File: src/rtl/o_ddr_cell_pkg.sv
// Shared constants for the output DDR cell: word width and the value every
// register in the cell takes while reset is asserted.
package o_ddr_cell_pkg;

  // Two bits per clock: bit 0 leaves in the C-high phase, bit 1 in the C-low phase.
  localparam int WORD_W = 2;

  // Value held by all state while R=1 and until the first enabled edge after release.
  localparam logic RST_VAL = 1'b0;

endpackage

File: src/rtl/o_ddr_negreg.sv
// Falling-edge register of the output DDR cell.
// Kept in its own module so the opposite-edge flop can be constrained on its own.
module o_ddr_negreg
  import o_ddr_cell_pkg::*;
(
  input  logic clk,
  input  logic rst,
  input  logic en,
  input  logic d,
  output logic q
);

  // Capture on the falling edge when enabled; asynchronous clear to the reset value.
  always_ff @(negedge clk or posedge rst) begin
    if (rst) begin
      q <= RST_VAL;
    end else if (en) begin
      q <= d;
    end
  end

endmodule

File: src/rtl/o_ddr_cell.sv
// Output double-data-rate cell. A 2-bit word is captured on each rising edge of C;
// Q carries D[0] while C is high and D[1] during the following low phase.
// The low-phase bit is retimed onto the falling edge so it is stable for the
// whole low phase, and the output is a plain mux on C with no extra register.
module o_ddr_cell
  import o_ddr_cell_pkg::*;
(
  input  logic              C,
  input  logic              R,
  input  logic [WORD_W-1:0] D,
  input  logic              E,
  output logic              Q
);

  logic [WORD_W-1:0] pos_q;
  logic              neg_q;

  // Rising-edge capture of the parallel word; hold when E=0, async clear on R.
  always_ff @(posedge C or posedge R) begin
    if (R) begin
      pos_q <= {WORD_W{RST_VAL}};
    end else if (E) begin
      pos_q <= D;
    end
  end

  // Falling-edge retime of the low-phase bit.
  o_ddr_negreg u_negreg (
    .clk (C),
    .rst (R),
    .en  (E),
    .d   (pos_q[1]),
    .q   (neg_q)
  );

  // Phase select: high phase drives the captured bit 0, low phase the retimed bit 1.
  assign Q = C ? pos_q[0] : neg_q;

endmodule

File: config.mk
export PLATFORM = sky130hd
export DESIGN_NAME = o_ddr_cell
export DESIGN_NICKNAME = d
export VERILOG_FILES = /design/src/rtl/o_ddr_cell_pkg.sv /design/src/rtl/o_ddr_negreg.sv /design/src/rtl/o_ddr_cell.sv
export SDC_FILE = /design/constraint.sdc
export NUM_CORES = 1
export LEC_CHECK = 0
export BUFFER_PORTS_ARGS = -buffer_cell sky130_fd_sc_hd__buf_4
export CORE_AREA = 2 2 39 41
export CTS_BUF_LIST = sky130_fd_sc_hd__clkbuf_8
export DETAILED_ROUTE_END_ITERATION = 10
export DIE_AREA = 0 0 41 43
export GPL_TIMING_DRIVEN = 1
export PLACE_DENSITY_LB_ADDON = 0.12
export SLEW_MARGIN = 40
export SYNTH_ARGS = -nofsm -noshare
export SYNTH_HDL_FRONTEND = slang
export SYNTH_SLANG_ARGS = --single-unit
File: constraint.sdc
create_clock -name C -period 1 [get_ports C]
set_clock_uncertainty 0.15 [all_clocks]
set_input_delay 0 -clock C [delete_from_list [all_inputs] [get_ports C]]
set_output_delay 0 -clock C [all_outputs]
set_load 0.01 [all_outputs]
==> PnR_summary.wiki <==
{| class="wikitable"
! Metric !! Value
|-
| Wire length on met3 || 78 um
|-
| Share of Yosys cell area claimed by the top area cell type || 40.4%
|-
| Hold_sp || E
|-
| Residual DRC count || 0
|-
| Largest area contributor in the synthesized netlist || sky130_fd_sc_hd__dfrtp_1
|-
| Antenna diode count || 0
|-
| VDD IR max || 0.962 mV
|-
| Setup TNS Final || -1.10 ns
|-
| Instance area at placement || between 150 and 200 um^2
|-
| Vias per std cell || 3.10
|-
| Area contributors post-synth || sky130_fd_sc_hd__dfrtp_1 (40%), sky130_fd_sc_hd__mux2_2 (36%), sky130_fd_sc_hd__dfrtn_1 (20%)
|-
| Initial DRT Pass Iterations || 2
|-
| Worst reg2reg path startpoint || pos_q[1]$_DFFE_PP0P_
|-
| Most used standard cells in the synthesized netlist || sky130_fd_sc_hd__mux2_2 (4), sky130_fd_sc_hd__dfrtp_1 (2), sky130_fd_sc_hd__dfrtn_1 (1), sky130_fd_sc_hd__inv_1 (1)
|-
| Metal1 wirelength || 156 um
|-
| Transition time of the tightest slew-check pin || between 0.1 and 0.15 ns
|-
| Sequential area share after synthesis || 60.6%
|-
| Via count of the first global-routing pass || 120
|-
| Remaining global-route overflow || 0
|-
| Count of endpoints failing setup in the final report || 2
|-
| Synthesized flop and latch total || 3
|-
| Mapped cell area || ~120 um^2
|-
| Number of nets with antenna violations after routing || 0
|-
| Number of hold-repair buffers added at the cts stage || 4
|-
| CP max stage delay || 0.33 ns
|-
| CTS tree || yes
|-
| Top metal layer carrying routed signals || met3
|-
| Largest net degree at the start of global routing || 3
|-
| Layout overhead on the synthesized area || 169%
|-
| Routed wire length || 338 um
|-
| I/O pin count || 6
|-
| Slew Viols, Final || 0
|-
| Layout fillers || 151
|-
| Number of synthesized flops with an enable pin || 0
|-
| Result of the run || finished with violations
|-
| Placeable core area || 0.00138 mm^2
|-
| Path category of the worst min-delay check || primary input to flip-flop
|-
| Async set or reset register ratio after synthesis || 100%
|-
| Overall via count from detail_route || 130
|-
| Leakage power figure || 0.169 nW
|-
| Area of all placed cells without fillers || 333 um^2
|-
| Most repeated cell in the gate-level netlist after synthesis || sky130_fd_sc_hd__mux2_2
|-
| Standard-cell row count || 14
|-
| Vertical extent of the die || around 43 um
|-
| Routed wl met2 || 103 um
|-
| Number of synthesis warnings || 0
|-
| Proportion of layout cells with a drive suffix above 1 || 65.4%
|-
| Library cells used by synthesis || 4
|-
| Source of the critical timing path || u_negreg.q$_DFFE_NP0P_
|-
| Arrival time of the worst setup path || 1.57 ns
|-
| Top cell family by delay on the critical path || flip-flops
|-
| Cell with the biggest individual delay on the critical path || sky130_fd_sc_hd__dfrtn_1
|-
| Cells traversed along the worst timing path || mux2_4 > buf_6
|-
| Synthesized netlist net count || 13
|-
| Die boundary width || roughly 40 um
|-
| Global-route wire length before repair || slightly below 500 um
|-
| Buffers and inverters on the worst path || 1
|-
| Antenna violations before repair || 0
|-
| Cell count after synthesis || 8
|-
| Final nets || 32
|-
| Routed wire per std cell || 8.05 um
|-
| Peak fanout along the critical path || 2
|-
| Die Footprint || roughly 0.0018 mm^2
|-
| Global Route Usage Sum || roughly 6.4%
|-
| Failing checks || negative hold slack, negative setup slack
|-
| Final setup margin || -0.723 ns
|-
| Syn avg cell area || 15.5 um^2
|-
| Starting density of the core || 8.95%
|-
| Unrepaired setup endpoints after global routing || true
|-
| Critical path class || flip-flop to output port
|-
| Number of max-cap violations || 0
|-
| Required time reported for the critical path endpoint || 0.85 ns
|-
| Placer congestion estimate || between 0.5 and 0.6
|-
| Insertion delay of the later-clocked pin in the worst-skew pair || 0.35 ns
|-
| Power density normalized to cell area || ~2900 mW/mm^2
|-
| Final hold slack || -0.112 ns
|-
| Max transition margin || 91.0%
|-
| Clock-pin slew reported for the worst setup and hold paths after clock tree synthesis || 0.03 ns
|-
| Final hold violation count || 2
|-
| Critical Path End Type || output port
|-
| Post-placement setup slack || -0.418 ns
|-
| Number of buffers added on ports || 5
|-
| DRC marker count from the first detailed-route iteration || 1
|-
| Critical path launch point type || flip-flop
|-
| HPWL Detailed || 202 um
|-
| Post-synth top flop || sky130_fd_sc_hd__dfrtp_1
|}
==> routing by layer <==
metal | vias to the layer above | track usage [%]
met5 | - | 0
met4 | 0 | 8.67
met3 | 0 | 14.1
met2 | 11 | 2.50
li1 | 63 | -
met1 | 56 | 5.16
==> worst min-delay path: cells and delay by family <==
| kind | cells | cell delay [ns] |
|---|---|---|
| buffers and inverters | 2 | 0.19 |
| muxes | 1 | 0.13 |
==> cells by family (layout without fill, tap and decap cells) <==
kind of cell  after synthesis  count (layout)  share of synthesized area [%]
mux                         4               4                           36.4
flops                       3               3                           60.6
buf+inv                     1              19                           3.03
==> final timing paths <==
kind                                           to  slack (ns)  cells after the start
setup / recovery                                Q       -0.72                      2
hold / removal               pos_q[0]$_DFFE_PP0P_       -0.11                      3
setup reg to reg           u_negreg.q$_DFFE_NP0P_       -0.38                      1
hold reg to reg              pos_q[1]$_DFFE_PP0P_        0.35                      1
max in group asynchronous  u_negreg.q$_DFFE_NP0P_        0.27                      3
min in group asynchronous    pos_q[0]$_DFFE_PP0P_        0.16                      4
==> power breakdown <==
group | switching (W) | internal, W
Clock | 0.000169 | 0.000610
Sequential | 0.00000659 | 0.000137
Combinational | 0.0000134 | 0.0000423
Total | 0.000189 | 0.000789
==> registers in the layout, indices dropped and copies added (netlist names) <==
register,flops
pos_q,2
u_negreg.q,1
==> final cells by class <==
cell class	count	area, um^2	area share, %
well taps	16	20.0	6.02
flip-flops and latches	3	75.1	22.6
multi-input cells	4	48.8	14.7
repair buffers	10	87.6	26.3
clock buffers	7	93.8	28.2
inverters	1	3.75	1.13
clock inverters	1	3.75	1.13
==> stage by stage <==
stage / util (%) / power (W) / cells / hold slack (ns)
finish: 24.1 / 0.000979 / 42 / -0.112
global route: 24.1 / 0.00103 / 42 / -0.111
CTS: 23.9 / 0.00101 / 42 / -0.115
detailed placement: 13.9 / 0.000285 / 30 / -0.263
global placement: 13.9 / 0.000286 / 30 / -0.265
floorplan: - / 0.000229 / 8 / -0.396
==> placed cells by master, fill, tap and decap left out, drive strengths merged <==
master / n
clkbuf: 6
mux2: 4
buf: 7
dfrtp: 2
dlymetal6s4s: 1
inv: 2
dlygate4sd3: 3
dfrtn: 1
==> what timing repair did <==
action                                  4_1_cts  5_1_grt
gates resized for setup                       1        1
hold endpoints to repair                      5        2
endpoints found under the setup margin        2        4
setup buffers                                 1        0
Note: power is estimated with default switching activity, not from simulation.
